[src/rtl/meduram_pkg.sv]
// Shared types and helpers for the multi-port RAM port initiator.
package meduram_pkg;

    localparam int unsigned DEF_ADDR_WIDTH = 8;
    localparam int unsigned DEF_DATA_WIDTH = 32;
    localparam int unsigned CNT_WIDTH      = 32;

    typedef struct packed {
        logic                      write;
        logic [DEF_ADDR_WIDTH-1:0] addr;
        logic [DEF_DATA_WIDTH-1:0] data;
    } cmd_t;

    // Pointer width for a power-of-2 depth; never narrower than one bit.
    function automatic int unsigned ptr_width(input int unsigned depth);
        return (depth > 1) ? $clog2(depth) : 1;
    endfunction

endpackage

[src/rtl/meduram_rsp_fifo.sv]
// Synchronous response FIFO; push and pop may share an edge, even when full.
module meduram_rsp_fifo
    import meduram_pkg::*;
#(
    parameter int unsigned DEPTH      = 4,
    parameter int unsigned DATA_WIDTH = 32
) (
    input  logic                  clk,
    input  logic                  rst_n,
    input  logic                  push,
    input  logic [DATA_WIDTH-1:0] push_data,
    input  logic                  pop,
    output logic [DATA_WIDTH-1:0] pop_data,
    output logic                  full,
    output logic                  empty
);

    localparam int unsigned PTR_WIDTH = ptr_width(DEPTH);
    localparam int unsigned CNT_W     = PTR_WIDTH + 1;

    logic [DATA_WIDTH-1:0] mem [DEPTH];
    logic [PTR_WIDTH-1:0]  wr_ptr;
    logic [PTR_WIDTH-1:0]  rd_ptr;
    logic [CNT_W-1:0]      count;
    logic                  do_push;
    logic                  do_pop;

    assign full     = (count == CNT_W'(DEPTH));
    assign empty    = (count == '0);
    assign do_pop   = pop & ~empty;
    assign do_push  = push & (~full | do_pop);
    // Head is driven to zero when empty so the idle output is deterministic.
    assign pop_data = empty ? '0 : mem[rd_ptr];

    always_ff @(posedge clk) begin
        if (do_push) begin
            mem[wr_ptr] <= push_data;
        end
    end

    always_ff @(posedge clk or negedge rst_n) begin
        if (!rst_n) begin
            wr_ptr <= '0;
            rd_ptr <= '0;
            count  <= '0;
        end else begin
            if (do_push) begin
                wr_ptr <= wr_ptr + PTR_WIDTH'(1);
            end
            if (do_pop) begin
                rd_ptr <= rd_ptr + PTR_WIDTH'(1);
            end
            if (do_push && !do_pop) begin
                count <= count + CNT_W'(1);
            end else if (!do_push && do_pop) begin
                count <= count - CNT_W'(1);
            end
        end
    end

    a_no_overflow: assert property (@(posedge clk) disable iff (!rst_n) !(push && full && !pop))
        else $error("meduram_rsp_fifo: push while full without pop");

endmodule

[src/rtl/meduram_port_initiator.sv]
// Valid/ready command-to-RAM-port initiator with in-order read responses.
// Optional perf counters (wr_count/rd_count) are built when MEDURAM_PERF_CNT_EN is defined.
module meduram_port_initiator
    import meduram_pkg::*;
#(
    parameter int unsigned ADDR_WIDTH = 8,
    parameter int unsigned DATA_WIDTH = 32,
    parameter int unsigned RD_LATENCY = 1,
    parameter int unsigned RSP_DEPTH  = 4
) (
    input  logic                  aclk,
    input  logic                  aresetn,
    input  logic                  cmd_valid,
    output logic                  cmd_ready,
    input  logic                  cmd_write,
    input  logic [ADDR_WIDTH-1:0] cmd_addr,
    input  logic [DATA_WIDTH-1:0] cmd_data,
    output logic                  wren,
    output logic [ADDR_WIDTH-1:0] wraddr,
    output logic [DATA_WIDTH-1:0] wrdata,
    output logic                  rden,
    output logic [ADDR_WIDTH-1:0] rdaddr,
    input  logic [DATA_WIDTH-1:0] rddata,
    output logic                  rsp_valid,
    input  logic                  rsp_ready,
    output logic [DATA_WIDTH-1:0] rsp_data
`ifdef MEDURAM_PERF_CNT_EN
    ,
    output logic [CNT_WIDTH-1:0]  wr_count,
    output logic [CNT_WIDTH-1:0]  rd_count
`endif
);

    localparam int unsigned CREDIT_WIDTH = ptr_width(RSP_DEPTH) + 1;

    logic [CREDIT_WIDTH-1:0] credit;
    logic [CREDIT_WIDTH-1:0] credit_nxt;
    logic [RD_LATENCY-1:0]   rd_pipe;
    logic                    wr_acc;
    logic                    rd_acc;
    logic                    rsp_pop;
    logic                    fifo_push;
    logic                    fifo_full;
    logic                    fifo_empty;

    // Credit covers reads in flight plus queued responses, so the FIFO never overflows.
    assign cmd_ready = cmd_write | (credit < CREDIT_WIDTH'(RSP_DEPTH));
    assign wr_acc    = cmd_valid & cmd_write;
    assign rd_acc    = cmd_valid & ~cmd_write & cmd_ready;
    assign rsp_valid = ~fifo_empty;
    assign rsp_pop   = rsp_valid & rsp_ready;
    assign fifo_push = rd_pipe[RD_LATENCY-1];

    always_comb begin
        credit_nxt = credit;
        if (rd_acc && !rsp_pop) begin
            credit_nxt = credit + CREDIT_WIDTH'(1);
        end else if (!rd_acc && rsp_pop) begin
            credit_nxt = credit - CREDIT_WIDTH'(1);
        end
    end

    always_ff @(posedge aclk or negedge aresetn) begin
        if (!aresetn) begin
            credit <= '0;
            wren   <= 1'b0;
            wraddr <= '0;
            wrdata <= '0;
            rden   <= 1'b0;
            rdaddr <= '0;
        end else begin
            credit <= credit_nxt;
            wren   <= wr_acc;
            rden   <= rd_acc;
            if (wr_acc) begin
                wraddr <= cmd_addr;
                wrdata <= cmd_data;
            end
            if (rd_acc) begin
                rdaddr <= cmd_addr;
            end
        end
    end

    // Valid bit follows rden through the RAM read latency; its tail marks rddata valid.
    if (RD_LATENCY > 1) begin : g_pipe_multi
        always_ff @(posedge aclk or negedge aresetn) begin
            if (!aresetn) begin
                rd_pipe <= '0;
            end else begin
                rd_pipe <= {rd_pipe[RD_LATENCY-2:0], rden};
            end
        end
    end else begin : g_pipe_single
        always_ff @(posedge aclk or negedge aresetn) begin
            if (!aresetn) begin
                rd_pipe <= '0;
            end else begin
                rd_pipe <= rden;
            end
        end
    end

    meduram_rsp_fifo #(
        .DEPTH      (RSP_DEPTH),
        .DATA_WIDTH (DATA_WIDTH)
    ) u_rsp_fifo (
        .clk       (aclk),
        .rst_n     (aresetn),
        .push      (fifo_push),
        .push_data (rddata),
        .pop       (rsp_pop),
        .pop_data  (rsp_data),
        .full      (fifo_full),
        .empty     (fifo_empty)
    );

    a_credit_covers_fifo: assert property (@(posedge aclk) disable iff (!aresetn)
        fifo_full |-> (credit == CREDIT_WIDTH'(RSP_DEPTH)))
        else $error("meduram_port_initiator: FIFO full with spare credit");

`ifdef MEDURAM_PERF_CNT_EN
    always_ff @(posedge aclk or negedge aresetn) begin
        if (!aresetn) begin
            wr_count <= '0;
            rd_count <= '0;
        end else begin
            if (wr_acc) begin
                wr_count <= wr_count + CNT_WIDTH'(1);
            end
            if (rd_acc) begin
                rd_count <= rd_count + CNT_WIDTH'(1);
            end
        end
    end
`endif

endmodule

[config.mk]
export PLATFORM = sky130hd
export DESIGN_NAME = meduram_port_initiator
export DESIGN_NICKNAME = d
export VERILOG_FILES = /design/src/rtl/meduram_pkg.sv /design/src/rtl/meduram_rsp_fifo.sv /design/src/rtl/meduram_port_initiator.sv
export SDC_FILE = /design/constraint.sdc
export NUM_CORES = 1
export LEC_CHECK = 0
export BUFFER_PORTS_ARGS = -buffer_cell sky130_fd_sc_hd__buf_4
export CORE_MARGIN = 2
export CORE_UTILIZATION = 60
export CTS_BUF_LIST = sky130_fd_sc_hd__clkbuf_8
export DETAILED_ROUTE_END_ITERATION = 16
export PLACE_DENSITY = 0.83
export SLEW_MARGIN = 0
export SYNTH_ARGS = -nofsm -noshare
export SYNTH_HDL_FRONTEND = slang
export SYNTH_SLANG_ARGS = --single-unit
[constraint.sdc]
create_clock -name aclk -period 4.3 [get_ports aclk]
set_clock_uncertainty 0.2 [all_clocks]
set_input_delay 0.43 -clock aclk [delete_from_list [all_inputs] [get_ports aclk]]
set_output_delay 0.43 -clock aclk [all_outputs]
set_load 0.1 [all_outputs]
# After elaboration in Yosys (flattened, before gate mapping)
# Memory sizes are Yosys's and may differ from the RTL's.
# Cells that the tools add are included.
# Widths: inputs -> output; s select.
dict set report word_totals {
  regBits 61
  memories 1
  ram_bits 128
  output_inout_bits 84
  word_cells 48
}
dict set report op_classes {
  reduce_logical 11
  n_mux 7
  bitwise 11
  n_lt_le_gt_ge 1
  n_eq_ne 1
  n_addsub 6
}
# name depth width read_ports rd_clocked_by_memory_dff wr line_no
set mem_list {}
lappend mem_list {u_rsp_fifo.mem 4 32 1 0 1 meduram_rsp_fifo.sv:21} ;# logic [DATA_WIDTH-1:0] mem [DEPTH];
# operator n
set op_table {}
lappend op_table {{$mux 32} 1}
lappend op_table {{$mux 3} 4}
lappend op_table {{$add 3x1->3 const B} 2}
lappend op_table {{$and 1x1->1} 6}
lappend op_table {{$sub 3x1->3 const B} 2}
lappend op_table {{$add 2x1->2 const B} 2}
lappend op_table {{$logic_and 1x1->1} 4}
lappend op_table {{$logic_not 1->1} 4}
lappend op_table {{$reduce_bool 2->1} 2}
lappend op_table {{$eq 3x3->1 const B} 1}
lappend op_table {{$logic_not 3->1} 1}
lappend op_table {{$lt 3x3->1 const B} 1}
lappend op_table {{$not 1->1} 3}
lappend op_table {{$mux 1} 2}
lappend op_table {{$or 1x1->1} 2}

# Longest topological paths before layout
# Gate-level depths: netlist (run 1).
dict set report logic_depth {
  ltp_word 10
  ltp_mapped 9
  depth_no_buf 8
}

# Hierarchy
# Synthesis (run 1) repeated with hierarchy kept, for this count alone.
dict set report hier_totals {
  cells_unflattened 361
  area_unflattened_um2 7320.8
}
# module n_inst area_per_inst_um2 cells_each
set by_module_without_submodules {}
lappend by_module_without_submodules {meduram_rsp_fifo 1 5263.8 239}
lappend by_module_without_submodules {meduram_port_initiator 1 2057.0 122}

# Worst setup path after synthesis (run 1)
# Ideal clock, no wire load.
dict set report synth_path {
  path_kind {register to output}
  start {register u_rsp_fifo.count[0]}
  end {output rsp_data[10]}
  required_time_ns 3.670
  arrival_ns 2.568
  path_stages_with_launch 5
  path_slack_ns 1.102
  path_cell_list {dfrtp_1 or3_1 clkbuf_1 clkbuf_1 and2_1}
}
dict set report synth_between {
  elab_chain_cells 2
}
# item line_no
set synth_lines {}
lappend synth_lines {{from (decl)} meduram_rsp_fifo.sv:24} ;# logic [CNT_W-1:0] count;
lappend synth_lines {{from (signal assigned)} meduram_rsp_fifo.sv:54} ;# count <= count + CNT_W'(1);
lappend synth_lines {{from (signal assigned)} meduram_rsp_fifo.sv:56} ;# count <= count - CNT_W'(1);
lappend synth_lines {{$logic_not 3->1} meduram_rsp_fifo.sv:29} ;# assign empty = (count == '0);
lappend synth_lines {{$mux 32} meduram_rsp_fifo.sv:33} ;# assign pop_data = empty ? '0 : mem[rd_ptr];
lappend synth_lines {{to (decl)} meduram_port_initiator.sv:26} ;# output logic [DATA_WIDTH-1:0] rsp_data
# No other way between the ends.

# Worst setup path after layout (run 1)
dict set report layout_path {
  start {register u_rsp_fifo.rd_ptr[0]}
  end {output rsp_data[31]}
}
dict set report layout_between {
  elab_chain_cells 2
}
# item line_no
set layout_lines {}
lappend layout_lines {{from (decl)} meduram_rsp_fifo.sv:23} ;# logic [PTR_WIDTH-1:0] rd_ptr;
lappend layout_lines {{from (signal assigned)} meduram_rsp_fifo.sv:51} ;# rd_ptr <= rd_ptr + PTR_WIDTH'(1);
lappend layout_lines {{$mem_v2 4x32} n/a}
lappend layout_lines {{$mux 32} meduram_rsp_fifo.sv:33}
# No other way between the ends.

==> results.cfg, run 1 <==
[outcome]
status = finished clean

[placed_design]
gp_congestion = 0.684
port_buffers = 160
dp_hpwl_mm = 8.54

[setup_path]
cp-end-kind = output pin
cp-start-kind = flip-flop
crit_arrival_ns = 2.58
crit_start = u_rsp_fifo.rd_ptr[0]$_DFFE_PN0P_
cp.depth = 4
reg2reg_depth = 8
crit_path_max_incr_delay_ns = 0.85
worst_r2r_endpoint = u_rsp_fifo.count[2]$_DFFE_PN0P_
path_delay_family = flip-flops
critPathSlowestCell = dfrtp_2
cp_common_cell = buf_4
path_class = reg -> out
path_cells = buf_4, mux4_1, and2_1, buf_4
critPathBufInv = 2
r2r_setup_slack_ns = 1.36
cp.required_ns = 3.67
r2r-start = u_rsp_fifo.count[0]$_DFFE_PN0P_
cp_max_fo = 23
crit_path_end = rsp_data[31]

[yosys]
netlist_instances = 357
synth_top_family_by_area = multiplexers
yosysWarnings = 0
muxShareOfSynthArea_pct = 17.9
synthXorXnorAreaFrac_pct = 1.08
synthTopCellsByCount = edfxtp_1 (128), dfrtp_1 (61), mux2_2 (51)
synth_seq_area_share_pct = 73.5
synth_compound_area_share_pct = 0.154
yosys-top-cells-area = edfxtp_1 (53%), dfrtp_1 (21%), mux4_2 (8.6%), mux2_2 (7.9%), and2_1 (3.1%)
syn_nets = 442
synth_area_per_cell_um2 = 20.5
yosysTopAreaCell = edfxtp_1
synth-simple-area-share_pct = 3.63
netlist-cell-type-count = 22
synth.most_common_cell = edfxtp_1
synth.top_cell.area_share_pct = 52.6
synth_flop_cell = edfxtp_1
ys_ff_latch = 189
async_flop_share_pct = 32.3
synth_edf_count = 128
syn_area_mm2 = 0.00730
synth_fa_ha_area_share_pct = 1.58

[sta]
slew_headroom_pct = 29.3
tightestPinTransition_ns = 1.06
hold_viol = 0
post-route-period-util_pct = 74.6
grt_setup_unrepaired = false
timing.fmax_mhz = 312
finalSetupTns_ns = 0
drv_slew = 0
period_needed_ns = 3.21
setup_viol = 0

[floorplan]
core_mm2 = 0.0120
dieHeight_um = 114
dieArea_mm2 = 0.0131
num_rows = 40
die_w_um = 114
num_io_pins = 161
initial_core_util_pct = 61.1

[routing]
ant_nets = 0
wirelength_mm = 14.4
wl_per_cell_um = 19.2
drt_pre_antenna_iters = 4
drc = 0
vias = 4045
drt_iter0_drc = 226
via_per_inst = 5.37

[global_routing]
grt_pass1_vias = 4497
grt.overflow.total = 0
grt_max_degree = 62
grtUsageTotal_pct = 23.5
grtUsageMet1_pct = 28.9
antenna_found_initial = 0
grt_pass1_wl_mm = 22.7
busiest_layer = met2
grt_use_met3_pct = 8.31
grtUsageMet2_pct = 39.5

[layout]
nets = 678
antenna_cells = 0
drive_gt1_share_pct = 46.2
areaGrowthSynthToFinish_pct = 32.7

[cts]
cts_tree = yes
numClockSinks = 189
root_buffer = clkbuf_8
clk_path_buf_depth = 2
htreeDepth = 4
post_cts_resized = 0
cts_buffers = 17
path_clk_slew_ns = 0.09
clk_latency_ns = 0.45

[job]
max_cap_viol_count = 0

[hold_path]
worstHoldPathType = in -> reg
cell type report:
cell class | instances | area, um^2
inverters | 6 | 22.5
clock buffers | 17 | 234
well taps | 147 | 184
flip-flops and latches | 189 | 5370
fillers | 594 | 2270
clock inverters | 15 | 165
multi-input cells | 145 | 1790
repair buffers | 234 | 1930
per-layer routing:
metal,part of all wire (%),vias up
li1,-,1838
met3,7.8,11
met1,39,2034
met5,0,-
met2,52,162
met4,1.2,0
worst min path at each step:
| stage | from | to | depth (start not counted) |
|---|---|---|---|
| after global routing | cmd_data[21] | wrdata[21]$_DFFE_PN0P_ | 2 |
| after detailed placement | rden$_DFF_PN0_ | fifo_push$_DFF_PN0_ | 0 |
| after global placement | rden$_DFF_PN0_ | fifo_push$_DFF_PN0_ | 0 |
| final | cmd_data[24] | wrdata[24]$_DFFE_PN0P_ | 2 |
| after floorplan | aresetn | credit[0]$_DFFE_PN0P_ | 0 |
| after CTS | cmd_data[24] | wrdata[24]$_DFFE_PN0P_ | 2 |
logic make-up (layout without fill, tap and decap cells):
kind of cell,count (synthesis),after routing
AO/OA/AOI/OAI,1,1
XOR/XNOR,9,9
adder cells (fa/ha/maj),8,8
buffers and inverters,23,272
flip-flops,189,189
multiplexers,83,83
AND/OR/NAND/NOR,44,44
placed cells by master, fill, tap and decap left out, drive strengths merged:
cell and instances:
xnor2 6, fa 2, nor2 2, clkinvlp 5
nand2 2, mux2 51, o41a 1, nand3 1
clkinv 5, ha 6, dlygate4sd3 69, edfxtp 128
dfrtp 61, nor3b 1, buf 165, mux4 32
xor2 3, nand2b 1, or3 1, and2 36
bufinv 2, clkbuf 17, inv 9
registers in the layout, summed over array words and instances, names as in the netlist:
register / count
wren: 1
wraddr: 8
credit: 3
fifo_push: 1
rden: 1
rdaddr: 8
u_rsp_fifo.wr_ptr: 2
wrdata: 32
u_rsp_fifo.rd_ptr: 2
u_rsp_fifo.mem: 128
u_rsp_fifo.count: 3
through the flow:
step	instance area [um^2]	util, %	hold WS [ns]	setup slack, ns	instances
2_1_floorplan	7300	-	-0.0656	1.10	357
3_3_place_gp	8600	71.9	0.162	1.42	652
3_5_place_dp	8600	71.9	0.165	1.34	652
4_1_cts	9680	80.9	0.00133	1.00	752
5_1_grt	9690	81.0	0.00125	0.917	753
6_report	9690	81.0	0.0220	1.09	753
timing repair:
item,CTS,global route
hold endpoints to repair,231,1
buffers inserted,0,0
hold buffers,68,1
Power of run 1 is left out: the tool's default activity adds up to more than one toggle a clock period on the data nets, which glitch-free logic cannot reach.
==> inputs of run 2 (changes only) <==
Settings changed: CORE_UTILIZATION 60 to 56, PLACE_DENSITY 0.83 to 0.78.
Clock period 4.3 ns to 3 ns, I/O delays scaled along.
==> run 2 against run 1 <==
Compared with the run above:
- first-iteration DRC count shrank 1.3%
- clock-buffer cell count unchanged
- die area rose by 6.9%
- worst hold slack better by 0.10 ns
- critical path type unchanged
==> results.cfg, run 2 (same netlist as run 1, synthesis figures left out) <==
[sta]
post-route-period-util_pct = 88.0
timing.fmax_mhz = 379
hold_viol = 0
setup_viol = 0
drv_slew = 0
grt_setup_unrepaired = false
slew_headroom_pct = 41.2
tightestPinTransition_ns = 0.882
period_needed_ns = 2.64
finalSetupTns_ns = 0

[layout]
largest_reg_flops = 128
final_common_cell = buf_4
drive_gt1_share_pct = 45.9
areaGrowthSynthToFinish_pct = 35.6
nets = 689
final_cell_mix = buf_4 (168), edfxtp_1 (128), dlygate4sd3_1 (75)
antenna_cells = 0
top_regs = u_rsp_fifo.mem: 128 flops, wrdata: 32 flops
n_fill_cell = 689
top_register = u_rsp_fifo.mem

[cts]
htreeDepth = 4
cts_tree = yes
cts_setup_buffers = 0
cts_buffers = 17
root_buffer = clkbuf_8
clk_path_buf_depth = 2
clk_latency_ns = 0.46
numClockSinks = 189
path_clk_slew_ns = 0.09

[global_routing]
grt_pass1_wl_mm = 24.1
antenna_found_initial = 0
grtUsageTotal_pct = 22.9
grt_max_degree = 62
grt_pass1_vias = 4652
grt.overflow.total = 0

[placed_design]
gp_congestion = 0.705
dp_hpwl_mm = 9.15
port_buffers = 160

[setup_path]
cp.required_ns = 2.50
cp-start-kind = flip-flop
cp_max_fo = 10
critPathSlowestCell = mux4_2
path_class = reg -> out
critPathBufInv = 2
crit_arrival_ns = 2.14
cp_common_cell = buf_4
path_cells = buf_4, mux4_2, and2_1, buf_4
path_delay_family = multiplexers
cp-end-kind = output pin
crit_path_max_incr_delay_ns = 0.53

[floorplan]
die_w_um = 118
core_mm2 = 0.0127
dieArea_mm2 = 0.0140
dieHeight_um = 118
num_io_pins = 161
num_rows = 41
initial_core_util_pct = 57.6

[outcome]
status = finished clean

[routing]
wl_per_cell_um = 18.8
via_per_inst = 5.19
drt_iter0_drc = 223
drt_pre_antenna_iters = 6
drc = 0
vias = 4093
ant_nets = 0
wirelength_mm = 14.9

[hold_path]
worstHoldPathType = in -> reg

[job]
max_cap_viol_count = 0
[run 2: cell types whose count changed in the layout (fill, tap and decap cells not counted), moves of 2 or more]
| cell | change |
|---|---|
| buf_4 | +3 |
| clkinv_4 | -4 |
| dlygate4sd3_1 | +6 |
| inv_6 | -2 |
| clkinv_2 | +2 |
| clkinvlp_4 | -2 |
| bufinv_16 | +4 |
| buf_12 | +2 |
[run 2: what timing repair did]
action / 4_1_cts / 5_1_grt
hold buffers: 75 / 0
resized for setup: 0 / 0
hold endpoints to repair: 240 / 0
[run 2: per-stage QoR]
step	setup slack, ns	std cells	area, um^2	utilization, %	hold WS, ns
2_1_floorplan	0.416	357	7300	-	-0.196
3_3_place_gp	0.794	682	8700	68.6	0.173
6_report	0.360	788	9910	78.2	0.124
4_1_cts	0.321	788	9910	78.2	0.100
3_5_place_dp	0.703	682	8700	68.6	0.169
5_1_grt	0.264	788	9910	78.2	0.117
[run 2: cell type report]
class	instances	area (um^2)	share of cell area, %
sequential	189	5370	54.2
tap	172	215	2.17
timing repair buffer	245	2050	20.7
multi-input combinational	145	1790	18.0
inverter	6	22.5	0.227
clock buffer	17	234	2.36
clock inverter	14	225	2.27
[run 2: final timing paths]
| check | from | to | slack (ns) | cells after the start |
|---|---|---|---|---|
| min reg2reg | rden$_DFF_PN0_ | fifo_push$_DFF_PN0_ | 0.19 | 0 |
| max in group asynchronous | aresetn | u_rsp_fifo.rd_ptr[0]$_DFFE_PN0P_ | 1.82 | 2 |
| min | cmd_valid | rden$_DFF_PN0_ | 0.12 | 3 |
| max | u_rsp_fifo.rd_ptr[0]$_DFFE_PN0P_ | rsp_data[0] | 0.36 | 4 |
| max reg2reg | u_rsp_fifo.count[0]$_DFFE_PN0P_ | u_rsp_fifo.count[2]$_DFFE_PN0P_ | 0.67 | 8 |
| min in group asynchronous | aresetn | wrdata[28]$_DFFE_PN0P_ | 0.25 | 2 |
[run 2: routing by layer]
metal	track usage [%]	part of all wire, %
met1	27.4	40
met2	39.8	52
met3	6.47	6.4
met4	8.06	1.3
met5	0	0
[run 2: worst min-delay path, stage by stage]
cell and delay (ns):
buf_4 0.11, nor3b_1 0.14, buf_4 0.18
Power of run 2 is left out for the same reason.
